[src/rtl/pulse_train_monitor.sv]
// pulse_train_monitor: counts armed pulse bursts, measures width/gap, closes on idle timeout (optional PULSE_MON_SYNC_EN input synchronizer)
module pulse_train_monitor #(
  parameter int CNT_W   = 8,
  parameter int WID_W   = 8,
  parameter int TIMEOUT = 16
) (
  input  logic             wb_clk_i,
  input  logic             wb_rst_i,
  input  logic             pulse_in,
  input  logic             arm_i,
  input  logic [CNT_W-1:0] expected_i,
  output logic             busy_o,
  output logic             done_o,
  output logic             match_o,
  output logic             overflow_o,
  output logic [CNT_W-1:0] pulse_cnt_o,
  output logic [WID_W-1:0] width_o,
  output logic [WID_W-1:0] gap_o
);
  typedef enum logic [2:0] {IDLE, WAIT_EDGE, HIGH, LOW, DONE} state_t;
  localparam logic [WID_W-1:0] TO_M1 = WID_W'(TIMEOUT - 1);
  state_t state_q, state_d;
  logic s_q, s_d, sd_q, sd_d, rise, fall;
  logic ovf_q, ovf_d;
  logic [CNT_W-1:0] cnt_q, cnt_d, exp_q, exp_d;
  logic [WID_W-1:0] wid_q, wid_d, gap_q, gap_d, wc_q, wc_d, lc_q, lc_d;
`ifdef PULSE_MON_SYNC_EN
  logic [1:0] sy_q, sy_d;
  // two-flop synchronizer ahead of the sample flop for asynchronous sources
  always_ff @(posedge wb_clk_i or posedge wb_rst_i)
    if (wb_rst_i) sy_q <= '0;
    else sy_q <= sy_d;
  // sample chain input taken from the synchronizer output
  always_comb begin
    sy_d = {sy_q[0], pulse_in};
    s_d  = sy_q[1];
    sd_d = s_q;
  end
`else
  // sample chain input taken directly from the synchronous pulse input
  always_comb begin
    s_d  = pulse_in;
    sd_d = s_q;
  end
`endif
  assign rise = s_q & ~sd_q;
  assign fall = ~s_q & sd_q;
  // state and datapath registers
  always_ff @(posedge wb_clk_i or posedge wb_rst_i)
    if (wb_rst_i) begin
      state_q <= IDLE;
      s_q     <= 1'b0;
      sd_q    <= 1'b0;
      ovf_q   <= 1'b0;
      cnt_q   <= '0;
      exp_q   <= '0;
      wid_q   <= '0;
      gap_q   <= '0;
      wc_q    <= '0;
      lc_q    <= '0;
    end else begin
      state_q <= state_d;
      s_q     <= s_d;
      sd_q    <= sd_d;
      ovf_q   <= ovf_d;
      cnt_q   <= cnt_d;
      exp_q   <= exp_d;
      wid_q   <= wid_d;
      gap_q   <= gap_d;
      wc_q    <= wc_d;
      lc_q    <= lc_d;
    end
  // next state: arm always restarts; the low run closes the burst once it reaches TIMEOUT
  always_comb begin
    state_d = state_q;
    if (arm_i) state_d = WAIT_EDGE;
    else
      case (state_q)
        WAIT_EDGE: state_d = rise ? HIGH : WAIT_EDGE;
        HIGH:      state_d = fall ? (TIMEOUT == 1 ? DONE : LOW) : HIGH;
        LOW:       state_d = rise ? HIGH : (lc_q == TO_M1 ? DONE : LOW);
        default:   state_d = state_q;
      endcase
  end
  // measurement datapath: counting on rises, width on fall, low run while in LOW
  always_comb begin
    cnt_d = cnt_q;
    ovf_d = ovf_q;
    exp_d = exp_q;
    wid_d = wid_q;
    gap_d = gap_q;
    wc_d  = wc_q;
    lc_d  = lc_q;
    if (arm_i) begin
      cnt_d = '0;
      ovf_d = 1'b0;
      exp_d = expected_i;
      wid_d = '0;
      gap_d = '0;
      wc_d  = '0;
      lc_d  = '0;
    end else begin
      if (rise && (state_q == WAIT_EDGE || state_q == LOW)) begin
        cnt_d = &cnt_q ? cnt_q : cnt_q + 1'b1;
        ovf_d = ovf_q | &cnt_q;
        wc_d  = WID_W'(1);
        gap_d = state_q == LOW ? lc_q : gap_q;
      end
      if (state_q == HIGH) begin
        wc_d  = s_q ? (&wc_q ? wc_q : wc_q + 1'b1) : wc_q;
        wid_d = fall ? wc_q : wid_q;
        lc_d  = fall ? WID_W'(1) : lc_q;
      end
      if (state_q == LOW && !rise) lc_d = &lc_q ? lc_q : lc_q + 1'b1;
    end
  end
  // status outputs decoded from the registered state
  always_comb begin
    busy_o = state_q == WAIT_EDGE || state_q == HIGH || state_q == LOW;
    done_o = state_q == DONE;
  end
  assign match_o     = done_o && cnt_q == exp_q && !ovf_q;
  assign overflow_o  = ovf_q;
  assign pulse_cnt_o = cnt_q;
  assign width_o     = wid_q;
  assign gap_o       = gap_q;
endmodule

[config.mk]
export PLATFORM = sky130hd
export DESIGN_NAME = pulse_train_monitor
export DESIGN_NICKNAME = d
export VERILOG_FILES = /design/src/rtl/pulse_train_monitor.sv
export SDC_FILE = /design/constraint.sdc
export NUM_CORES = 1
export LEC_CHECK = 0
export BUFFER_PORTS_ARGS = -buffer_cell sky130_fd_sc_hd__buf_2
export CORE_ASPECT_RATIO = 1.25
export CORE_MARGIN = 4
export CORE_UTILIZATION = 55
export DETAILED_ROUTE_END_ITERATION = 7
export GPL_ROUTABILITY_DRIVEN = 1
export PLACE_DENSITY = 0.84
export SLEW_MARGIN = 10
export SYNTH_ARGS = -nofsm -noshare
export SYNTH_HDL_FRONTEND = slang
export SYNTH_SLANG_ARGS = --single-unit
[constraint.sdc]
create_clock -name wb_clk_i -period 3.02 [get_ports wb_clk_i]
set_input_delay 0.302 -clock wb_clk_i [delete_from_list [all_inputs] [get_ports wb_clk_i]]
set_output_delay 0.302 -clock wb_clk_i [all_outputs]
set_load 0.005 [all_outputs]
==> key figures <==
Outcome
  • Outcome: finished clean

Synth
  • Top cell type by total area after synthesis: dfrtp_1
  • Synth Area in Simple Gates: 0.1972
  • Net Count, Synth: 274
  • Netlist cell types: 56
  • Top FF cell, synth: dfrtp_1
  • Largest family of logic cells by synthesized area: simple AND/OR/NAND/NOR gates
  • Post-synth ARST share: 1.000
  • Xor and xnor area share after synthesis: 0.03843
  • Yosys warns: 0
  • Syn Std Cell Area: 0.002735 mm^2
  • Synth Register Bits: 54
  • Synthesized area per cell: 10.56 um^2
  • Post-Synthesis Cells: 259
  • Seq/Total Area, Yosys: 0.4941
  • Mux contribution to synthesized area: 0.05993
  • Post-synth EDFFs: 0
  • Top-area cell type share of the netlist area: 0.4941
  • Fraction of the mapped netlist area in adder cells: 0.01372
  • Area fraction in compound gates after synthesis: 0.1615
  • Largest cells by area after synthesis: dfrtp_1 (49%), mux2_2 (3.7%), a21oi_1 (3.3%)

Place
  • Cell Area, Placed: 0.002949 mm^2
  • Post-DP HPWL: 3862 um
  • Gpl congestion: 0.8460
  • I/O Buffers: 39

CTS
  • Hold Buf Count CTS: 0
  • CTS tree: built
  • H-tree Lvls: 2
  • CTS clk-pin slew, worst paths: 90 ps
  • Post-CTS setup buffer count: 0
  • Clock latency on the worst-skew pair: 300 ps
  • Clock Tree Buf Depth: 2
  • PostCTS Resize Cnt: 0
  • TritonCTS Buffers: 5
  • CTS root buf: clkbuf_8
  • CTS Sinks: 54

Timing
  • Rel. slew slack: 0.4024
  • Worst Tran Pin Value: 895.3 ps
  • Final period utilization: 0.6889
  • Final min period: 2081 ps
  • Fmax: 480.6 MHz
  • Skew final: 6.913 ps
  • TNS Setup: 0 ps
  • RSZ-0062 raised after global routing: false
  • Fin. max-slew vios: 0
  • Final hold viol count: 0
  • Setup violations, final: 0

Drt
  • Vias per cell: 6.068
  • Routed WL: 5494 um
  • Wire length per cell: 15.52 um
  • Initial DRC Count: 200
  • Pre-Repair DR Iteration Count: 4
  • Post-route ant nets: 0
  • DRC: 0
  • Via count: 2148

GRT
  • Initial antenna violation count: 0
  • GR Util All Layers: 0.1952
  • Vias in the first global route: 2118
  • First-pass GRT wire length: 9777 um
  • Largest net degree at the start of global routing: 55
  • Total gr overflow: 0

Hold path
  • Hold Path Class: in -> reg

Worst setup path
  • CP Class: reg -> reg
  • Setup crit end kind: flop
  • Critical path required time: 3200 ps
  • Reg-to-reg slack, setup: 940 ps
  • Startpoint Class: flop
  • CP Data Arrival Time: 2260 ps
  • Worst-path maximum fanout: 18

Pwr
  • Peak VDD IR: 0.3942 mV
  • Tot Pwr: 0.001300 W
  • PwrDens: 427.4 mW/mm^2
  • P_leak: 1.348 nW

Cells and area
  • Ant diodes: 0
  • Proportion of layout cells with a drive suffix above 1: 0.2347
  • Final #Nets: 308
  • Design area: 0.003042 mm^2
  • Area Growth Syn to Fin: 11.21%

Floorplan
  • Die Width: 71.08 um
  • Die area: 0.006173 mm^2
  • Core area: 0.004765 mm^2
  • Num rows: 28
  • Die Ht: 86.85 um
  • Ports: 40
  • Initial Utilization: 0.5741

Job
  • Max Cap Viol: 0
critical path: stages (launching register included):
cell     delay (ps)
dfrtp_1         700
or4b_4          570
nor3_4          250
nor2_1           80
mux2_1          350
layout make-up:
class | count | area, um^2
clock buffers | 7 | 86.33
clock inverters | 1 | 5.005
fillers | 408 | 1723
inverters | 5 | 20.02
multi-input cells | 186 | 1294
flip-flops and latches | 54 | 1351
well taps | 60 | 75.07
repair buffers | 41 | 210.2
through the flow:
step                      instances    util  hold slack [ps]  setup WS [ps]
after detailed placement        346  0.6190            413.5          948.7
after global placement          346  0.6190            411.3          984.9
after floorplan                 259       -            333.4           1235
after CTS                       354  0.6381            103.5          957.7
final                           354  0.6384            106.4          939.5
after global routing            354  0.6384            96.13          847.6
cell usage after synthesis (2+ instances only):
library cell	instances
a21boi_1	4
a21oi_1	18
a221o_1	2
a22o_1	8
a31oi_1	3
and3_1	3
and4_1	2
buf_1	3
buf_2	5
buf_6	2
clkbuf_1	3
dfrtp_1	54
ha_1	3
inv_1	4
mux2_1	2
mux2_2	9
mux2i_1	4
nand2_1	22
nand2b_1	3
nand3_1	15
nand4_1	6
nor2_1	14
nor2b_1	2
nor3_1	4
nor3b_1	3
nor4_1	3
nor4bb_1	2
o211ai_1	3
o21a_1	2
o21ai_0	5
o31ai_1	7
or4_1	5
xnor2_1	8
xor2_1	4
cell families (layout without fill, tap and decap cells):
group / after synthesis / in the layout
fa+ha+maj: 3 / 3
xor+xnor: 12 / 12
mux: 15 / 15
compound gates: 61 / 61
simple gates: 95 / 95
flops: 54 / 54
buf+inv: 19 / 54
flip-flops by register name, summed over array words and instances (netlist names):
| signal | count |
|---|---|
| gap_o | 8 |
| exp_q | 8 |
| pulse_cnt_o | 8 |
| wc_q | 8 |
| width_o | 8 |
| lc_q | 8 |
| s_q | 1 |
| sd_q | 1 |
| state_q | 3 |
| overflow_o | 1 |
placed cells by master (no fill, tap or decap), drive strengths merged, types with 3 or more instances in the layout:
master   n
o21ai    5
o211ai   3
ha       3
nor3b    3
xor2     4
mux2    11
nor2    14
nand2b   4
o31ai    7
buf     41
a22o     8
clkbuf   7
a31oi    3
and3     3
inv      4
mux2i    4
a21boi   4
dfrtp   54
nand4    6
xnor2    8
nand2   22
nand3   15
nor4     3
nor3     6
a21oi   18
or4      5
power by group:
group          internal, W  switching, W  total (W)
registers         0.000743     0.0000311   0.000775
clock network     0.000186      0.000223   0.000409
logic            0.0000522     0.0000642   0.000116
per-layer routing:
metal | track usage | routed length (um)
met3 | 0.03828 | 209
met1 | 0.2434 | 2328
met4 | 0.05641 | 67
met2 | 0.3435 | 2889
met5 | 0 | 0
path summary, 6_finish.rpt:
check                                  startpoint                    endpoint  cells after the start
max                        state_q[1]$_DFFE_PP0P_         wc_q[0]$_DFFE_PP0P_                      4
min                                      pulse_in               s_q$_DFF_PP0_                      1
max reg2reg                state_q[1]$_DFFE_PP0P_         wc_q[0]$_DFFE_PP0P_                      4
min reg2reg                width_o[6]$_DFFE_PP0P_      width_o[6]$_DFFE_PP0P_                      1
max in group asynchronous                wb_rst_i  pulse_cnt_o[7]$_DFFE_PP0P_                      2
min in group asynchronous                wb_rst_i      width_o[4]$_DFFE_PP0P_                      2
(Power assumes the default switching activity.)
